[config.mk]
export PLATFORM = sky130hd
export DESIGN_NAME = regfile_mp
export DESIGN_NICKNAME = d
export VERILOG_FILES = /design/src/rtl/regfile_pkg.sv /design/src/rtl/regfile_init_seq.sv /design/src/rtl/regfile_mp.sv
export SDC_FILE = /design/constraint.sdc
export NUM_CORES = 1
export LEC_CHECK = 0
export ABC_AREA = 1
export BUFFER_PORTS_ARGS = -buffer_cell sky130_fd_sc_hd__buf_2
export CORE_MARGIN = 3
export CORE_UTILIZATION = 38
export CTS_CLUSTER_SIZE = 8
export DETAILED_ROUTE_END_ITERATION = 10
export HOLD_SLACK_MARGIN = 0.02
export PLACE_DENSITY_LB_ADDON = 0.3
export SLEW_MARGIN = 10
export SYNTH_ARGS = -nofsm -noshare
export SYNTH_HDL_FRONTEND = slang
export SYNTH_HIERARCHICAL = 1
export SYNTH_SLANG_ARGS = --single-unit
[constraint.sdc]
create_clock -name clk -period 5.8 [get_ports clk]
set_clock_uncertainty 0.15 [all_clocks]
set_input_delay 1.74 -clock clk [delete_from_list [all_inputs] [get_ports clk]]
set_output_delay 1.74 -clock clk [all_outputs]
set_load 0.02 [all_outputs]
[src/rtl/regfile_pkg.sv]
// regfile_mp shared constants: init table, register indices, default read-only mask.
package regfile_pkg;

  localparam int REG_X      = 0;
  localparam int REG_Y      = 1;
  localparam int REG_A      = 2;
  localparam int REG_S      = 3;
  localparam int REG_ZERO   = 4;
  localparam int REG_ONE    = 5;
  localparam int REG_MINUS1 = 6;
  localparam int REG_Z      = 7;
  localparam int REG_NMI    = 8;
  localparam int REG_RST    = 9;
  localparam int REG_BRK    = 10;

  localparam logic [31:0] DEF_RO_MASK = 32'h0000_07F0;

  function automatic logic [7:0] init_val(input int i);
    logic [7:0] v;
    v = 8'h00;
    case (i)
      REG_X:      v = 8'h02;
      REG_Y:      v = 8'h03;
      REG_A:      v = 8'h41;
      REG_S:      v = 8'hFF;
      REG_ZERO:   v = 8'h00;
      REG_ONE:    v = 8'h01;
      REG_MINUS1: v = 8'hFF;
      REG_Z:      v = 8'h00;
      REG_NMI:    v = 8'hF9;
      REG_RST:    v = 8'hFB;
      REG_BRK:    v = 8'hFD;
      default:    v = 8'h00;
    endcase
    return v;
  endfunction

endpackage

[src/rtl/regfile_init_seq.sv]
// Reset-time init sequencer: writes one table entry per cycle, then parks in RUN.
module regfile_init_seq
  import regfile_pkg::*;
#(
  parameter int DW    = 8,
  parameter int AW    = 5,
  parameter int NINIT = 11
) (
  input  logic          clk,
  input  logic          rst_n,
  output logic          busy,
  output logic          init_we,
  output logic [AW-1:0] init_wa,
  output logic [DW-1:0] init_di
);

  localparam logic [0:0] ST_INIT = 1'b0;
  localparam logic [0:0] ST_RUN  = 1'b1;

  localparam logic [AW-1:0] LAST = AW'(NINIT - 1);

  logic [0:0]    state;
  logic [AW-1:0] idx;

  always_ff @(posedge clk or negedge rst_n) begin
    if (!rst_n) begin
      state <= ST_INIT;
      idx   <= '0;
    end else if (state == ST_INIT) begin
      if (idx == LAST) begin
        state <= ST_RUN;
      end else begin
        idx <= idx + 1'b1;
      end
    end
  end

  assign busy    = (state == ST_INIT);
  assign init_we = busy;
  assign init_wa = idx;
  assign init_di = DW'(init_val(int'(idx)));

endmodule

[src/rtl/regfile_mp.sv]
// Two-read, one-write register file with per-register write protection.
// Optional write-through forwarding: REGFILE_BYPASS_EN.
module regfile_mp
  import regfile_pkg::*;
#(
  parameter int          DW      = 8,
  parameter int          AW      = 5,
  parameter int          NINIT   = 11,
  parameter logic [31:0] RO_MASK = DEF_RO_MASK
) (
  input  logic          clk,
  input  logic          rst_n,
  input  logic          rdy,
  input  logic          halt,
  input  logic          we,
  input  logic [AW-1:0] wa,
  input  logic [DW-1:0] di,
  input  logic [AW-1:0] ra_a,
  output logic [DW-1:0] do_a,
  input  logic [AW-1:0] ra_b,
  output logic [DW-1:0] do_b,
  output logic          busy
);

  localparam int NREG = 2 ** AW;
  localparam logic [NREG-1:0] RO = NREG'(RO_MASK);

  if (DW < 8) begin : g_dw_chk
    $error("regfile_mp: DW must be at least 8");
  end
  if (NINIT < 1 || NINIT > NREG) begin : g_ninit_chk
    $error("regfile_mp: NINIT must be in 1..2**AW");
  end

  logic [DW-1:0] regs [NREG];

  logic          init_we;
  logic [AW-1:0] init_wa;
  logic [DW-1:0] init_di;
  logic          we_eff;
  logic          wr_en;
  logic [AW-1:0] wr_a;
  logic [DW-1:0] wr_d;

  regfile_init_seq #(
    .DW    (DW),
    .AW    (AW),
    .NINIT (NINIT)
  ) u_init (
    .clk     (clk),
    .rst_n   (rst_n),
    .busy    (busy),
    .init_we (init_we),
    .init_wa (init_wa),
    .init_di (init_di)
  );

  assign we_eff = we & rdy & ~halt & ~busy & ~RO[wa];

  // Init path owns the write port while busy, ignoring the read-only mask.
  assign wr_en = init_we | we_eff;
  assign wr_a  = init_we ? init_wa : wa;
  assign wr_d  = init_we ? init_di : di;

  always_ff @(posedge clk) begin
    if (wr_en) begin
      regs[wr_a] <= wr_d;
    end
  end

`ifdef REGFILE_BYPASS_EN
  assign do_a = (we_eff && wa == ra_a) ? di : regs[ra_a];
  assign do_b = (we_eff && wa == ra_b) ? di : regs[ra_b];
`else
  assign do_a = regs[ra_a];
  assign do_b = regs[ra_b];
`endif

endmodule

## Yosys cells after proc, flatten, opt, wreduce, memory -nomap -nowiden

Memory sizes are Yosys's and may differ from the RTL's.
Cells that the tools add are included.

- Logic and storage cells: 26
- Output and inout port bits: 17
- Bits of input ports: 28
- Memories: 3
- Memory bits (writable): 256
- Flip-flop bits (word level): 6
- Memory bits (read-only): 160
- Latch bits: 0

Memory list:

| name | depth | width | read ports | clocked after memory_dff | write ports | RTL line | text |
|---|---|---|---|---|---|---|---|
| regs | 32 | 8 | 2 | 0 | 1 | regfile_mp.sv:35 | `logic [DW-1:0] regs [NREG];` |
| (name not given) | 16 | 8 | 1 | 0 | 0 | regfile_pkg.sv:21 | `case (i)` |
| (name not given) | 32 | 1 | 1 | 0 | 0 | regfile_mp.sv:58 | `assign we_eff = we & rdy & ~halt & ~busy & ~RO[wa];` |

- Shift-type cells: 0
- Equality and inequality tests: 1
- Add/sub/neg operators: 1
- Multiply operators: 0
- Divide/modulo/power cells: 0
- Reduce and logical (&&, ||, !) cells: 1
- Muxes and demuxes: 8
- Bitwise logic cells: 9
- $lt $le $gt $ge: 1

Operator list:

| operator | number |
|---|---|
| 2-to-1 mux 8 bit | 2 |
| less-than comparator 5 x 6 -> 1 bit (second input constant) | 1 |
| adder 5 x 1 -> 5 bit (second input constant) | 1 |
| == test 5 x 4 -> 1 bit (second input constant) | 1 |
| 2-to-1 mux 1 bit | 5 |
| 2-to-1 mux 5 bit | 1 |
| bitwise AND 1 bit | 4 |
| inverter 1 bit | 4 |
| AND reduction 2 bit | 1 |
| OR 1 bit | 1 |

## Longest topological paths before layout

- Word-level depth: 7
- Depth in mapped cells: 11
- Mapped depth without buffers: 9

## Hierarchy

Netlist, hierarchy kept.

By module, submodules not included:

| module | cells each | instances | area each (um^2) | seq. area each (um^2) |
|---|---|---|---|---|
| regfile_mp | 1641 | 1 | 13520.5 | 7687.4 |
| regfile_init_seq | 68 | 1 | 531.8 | 150.1 |

## Least setup slack after synthesis

Ideal clock, no wire load.

- Path type: in2out
- Start: in ra_a[2]
- End: out do_a[1]
- Required time: 3910 ps
- Path slack: 1188 ps
- Stages on the path: 9
- Arrival time: 2722 ps
- Path through: clkbuf_1 -> inv_1 -> buf_1 -> nand3_1 -> nand2_1 -> nand2_1 -> nand2_1 -> nand2_1 -> nand2_1

- Cells in the longest elaborated chain, start to end: 1

Ends and longest elaborated chain:

| what | RTL line | text |
|---|---|---|
| start, declared | regfile_mp.sv:18 | `input logic [AW-1:0] ra_a,` |
| memory read (32 x 8 bit) | -- |  |
| end, declared | regfile_mp.sv:19 | `output logic [DW-1:0] do_a,` |

No other way between the ends.

## Worst setup path after layout

- Start: in ra_a[0]
- End: out do_a[5]

Same word-level chain as after synthesis.

==> run summary <==
outcome: finished clean
Hold Crit Class: flop to flop
HPWL after DPL: 27190 um
sequential share of the synthesized area: 55.77%
Max Cap Violations: 0
cts hold-fix bufs: 0
CP required: 3.91 ns
Synth Area in Compound Gates: 0.6678%
Hold Crit Start: u_init/state
Die Ht: 198.3 um
unrepaired setup endpoints after global routing: false
initial antenna violation count: 0
# IOs: 45
DR pass1 iterations: 6
initial core utilization: 39.03%
Cell Chain, Critical Path: buf_4 -> buf_12 -> nand2_1 -> nand3_1 -> nand3_1 -> nand2_1 -> nand2_1 -> nand2_1 -> nand2_1 -> nand2_1 -> buf_2
Setup-failing EPs final: 0
largest family of logic cells by synthesized area: simple AND/OR/NAND/NOR gates
multiplexer area fraction after synthesis: 0%
n_diodes: 0
via/cell ratio: 5.650
fin nets: 1741
worst IR drop on VDD: 214.8 uV
proportion of layout cells with a drive suffix above 1: 7.930%
Synth Area in Adders: 0.6233%
R2R depth: 5
Final Slew Violations: 0
max incr delay on CP: 0.45 ns
Yosys warning count: 6
Area contributors post-synth: edfxtp_1 55%, nand2_1 22%, nand3_1 14%
minimum clock period: 5.442 ns
Comb power frac: 10.8%
CTS sink count: 262
worst r2r src: u_init/state
insertion delay to the later sink of the worst-skew pair: 0.51 ns
Netlist Area Pre-Place: 0.01405 mm^2
Clk network pwr share: 43.1%
DRC Markers: 0
post-synthesis average cell area: 8.222 um^2
GRT busiest layer: met2
sequential power share: 46.1%
Die W: 198.3 um
Yosys top cell area share: 54.71%
Setup Fix Bufs, Post-CTS: 0
die area: 0.03932 mm^2
Slew Limit Headroom: 23.55%
Placed Cells incl. Taps: 2127
most used cell, CP: nand2_1
Global Route met3 Usage: 4.237%
Port Buffers: 44
Max Buffers Root-to-Sink: 3
Simple-Gate Fraction of Synth Area: 37.45%
Final Hold Fails: 0
sw frac: 25.16%
Cells after Synth: 1709
post-synth top area cell: edfxtp_1
Psw: 1.138 mW
CTS Buf Count: 38
Area after DPL: 0.01467 mm^2
Non-Filler Instances: 2176
first-pass GRT wire length: 68460 um
First DRT Iteration DRCs: 1444
Synth Area in XOR/XNOR: 0.06233%
Wirelength per Cell: 20.63 um
Worst Tran Pin Value: 1.144 ns
Critical Path End Type: output pin
fmax: 183.8 MHz
RR Endpoint: regs[22][7]
CTS tree: built
GPL Wtd Cong: 0.9466
Unique masters post-synth: 28
net count after synthesis: 1744
Final ANT Viol Nets: 0
leakage power: 6.655 nW
Core Rows: 69
final global-route overflow total: 0
fin util: 43.56%
r2r setup slk: 2.62 ns
H-tree depth: 2
PostCTS Resize Cnt: 0
Seq cells post-synth: 262
Clock Pin Slew Worst Setup and Hold Paths: 0.05 ns
final setup TNS: 0 ns
GRT Resource Usage Total: 22.71%
WS Path Type: primary input to output pin
PwrDens: 288.4 mW/mm^2
area delta synth->final: 11.59%
via count: 12290
met1 Use GR: 31.27%
Worst Path Arrival: 3.55 ns
hold endpoint: u_init/init_wa[3]
CORE AREA: 0.03600 mm^2
post-route cell area: 0.01568 mm^2
met2 usage: 36.38%
Hold Path Depth: 3
CP max-delay cell: buf_12
worst-path maximum fanout: 128
largest net degree at the start of global routing: 129
final wirelength: 44890 um
fillers: 3507
P_int: 3.385 mW
vias in the first global route: 11760
clock root buffer master: clkbuf_16
fin crit share: 93.83%
startpoint types: primary input
==> power by group through the flow <==
stage	Combinational, mW	Clock, mW	Sequential [mW]
floorplan	0.294	0	2.12
global placement	0.472	0	2.12
detailed placement	0.476	0	2.12
CTS	0.477	1.97	2.08
global route	0.525	2.05	2.08
finish	0.487	1.95	2.08
==> worst max-delay path by stage <==
stage                  from  endpoint  slack (ns)  cells after the start
floorplan           ra_a[2]   do_a[1]        1.19                      9
global placement    ra_a[0]   do_a[4]        0.43                     11
detailed placement  ra_a[0]   do_a[1]        0.45                     11
CTS                 ra_a[0]   do_a[4]        0.44                     11
global route        ra_a[0]   do_a[5]        0.28                     11
finish              ra_a[0]   do_a[5]        0.36                     11
==> Yosys cell counts <==
cell type,instances
a21oi_1,3
buf_1,17
buf_2,62
buf_4,4
buf_6,2
clkbuf_1,29
dfrtp_1,6
edfxtp_1,256
ha_1,7
inv_1,51
inv_2,7
inv_6,1
nand2_1,808
nand2_2,1
nand2_4,6
nand3_1,389
nand4_1,2
nor2_1,40
nor2_8,1
nor3_1,1
o21ai_0,8
o21ai_1,1
o21ai_2,2
o21ai_4,1
or2_1,1
or2_2,1
or2_4,1
xor2_1,1
==> area by class of cell <==
cell class | count | area [um^2] | area share, %
multi-input combinational | 1274 | 5455 | 34.79
sequential | 262 | 7838 | 49.98
timing repair buffer | 71 | 565.5 | 3.606
inverter | 59 | 231.5 | 1.476
clock buffer | 45 | 977.2 | 6.232
tap | 461 | 576.8 | 3.678
clock inverter | 4 | 37.54 | 0.2394
==> worst max-delay path, delay by kind of cell <==
family	cells	cell delay [ns]
and+or+nand+nor	8	0.92
buffers and inverters	3	0.78
==> per-stage QoR <==
stage,worst slack (ns),hold slack (ns),power (mW)
5_1_grt,0.2848,0.3965,4.655
6_report,0.3580,0.3530,4.523
3_3_place_gp,0.4340,0.3468,2.592
4_1_cts,0.4379,0.3588,4.528
3_5_place_dp,0.4527,0.3535,2.596
2_1_floorplan,1.188,0.3329,2.414
==> layer usage <==
| metal | routed length (um) | vias to the layer above | share of wire (%) |
|---|---|---|---|
| li1 | - | 5652 | - |
| met4 | 1319 | 0 | 2.9 |
| met2 | 20660 | 757 | 46 |
| met1 | 17870 | 5776 | 40 |
| met3 | 5039 | 109 | 11 |
| met5 | 0 | - | 0 |
==> logic make-up (layout without fill, tap and decap cells) <==
kind of cell,after synthesis,in the layout
AO/OA/AOI/OAI,15,15
XOR/XNOR,1,1
buffers and inverters,173,179
AND/OR/NAND/NOR,1251,1251
flip-flops,262,262
adder cells (fa/ha/maj),7,7
==> placed cells by master (no fill, tap or decap), drive strengths merged, types with 6 or more instances in the layout <==
cell	instances
ha	7
o21ai	12
buf	71
edfxtp	256
dfrtp	6
clkbuf	45
nand3	389
nand2	815
inv	61
nor2	41
==> flip-flops by register name, indices dropped and copies added, names as in the netlist <==
signal / cells
regs: 256
u_init/init_wa: 5
u_init/state: 1
Note: power is estimated with default switching activity, not from simulation.
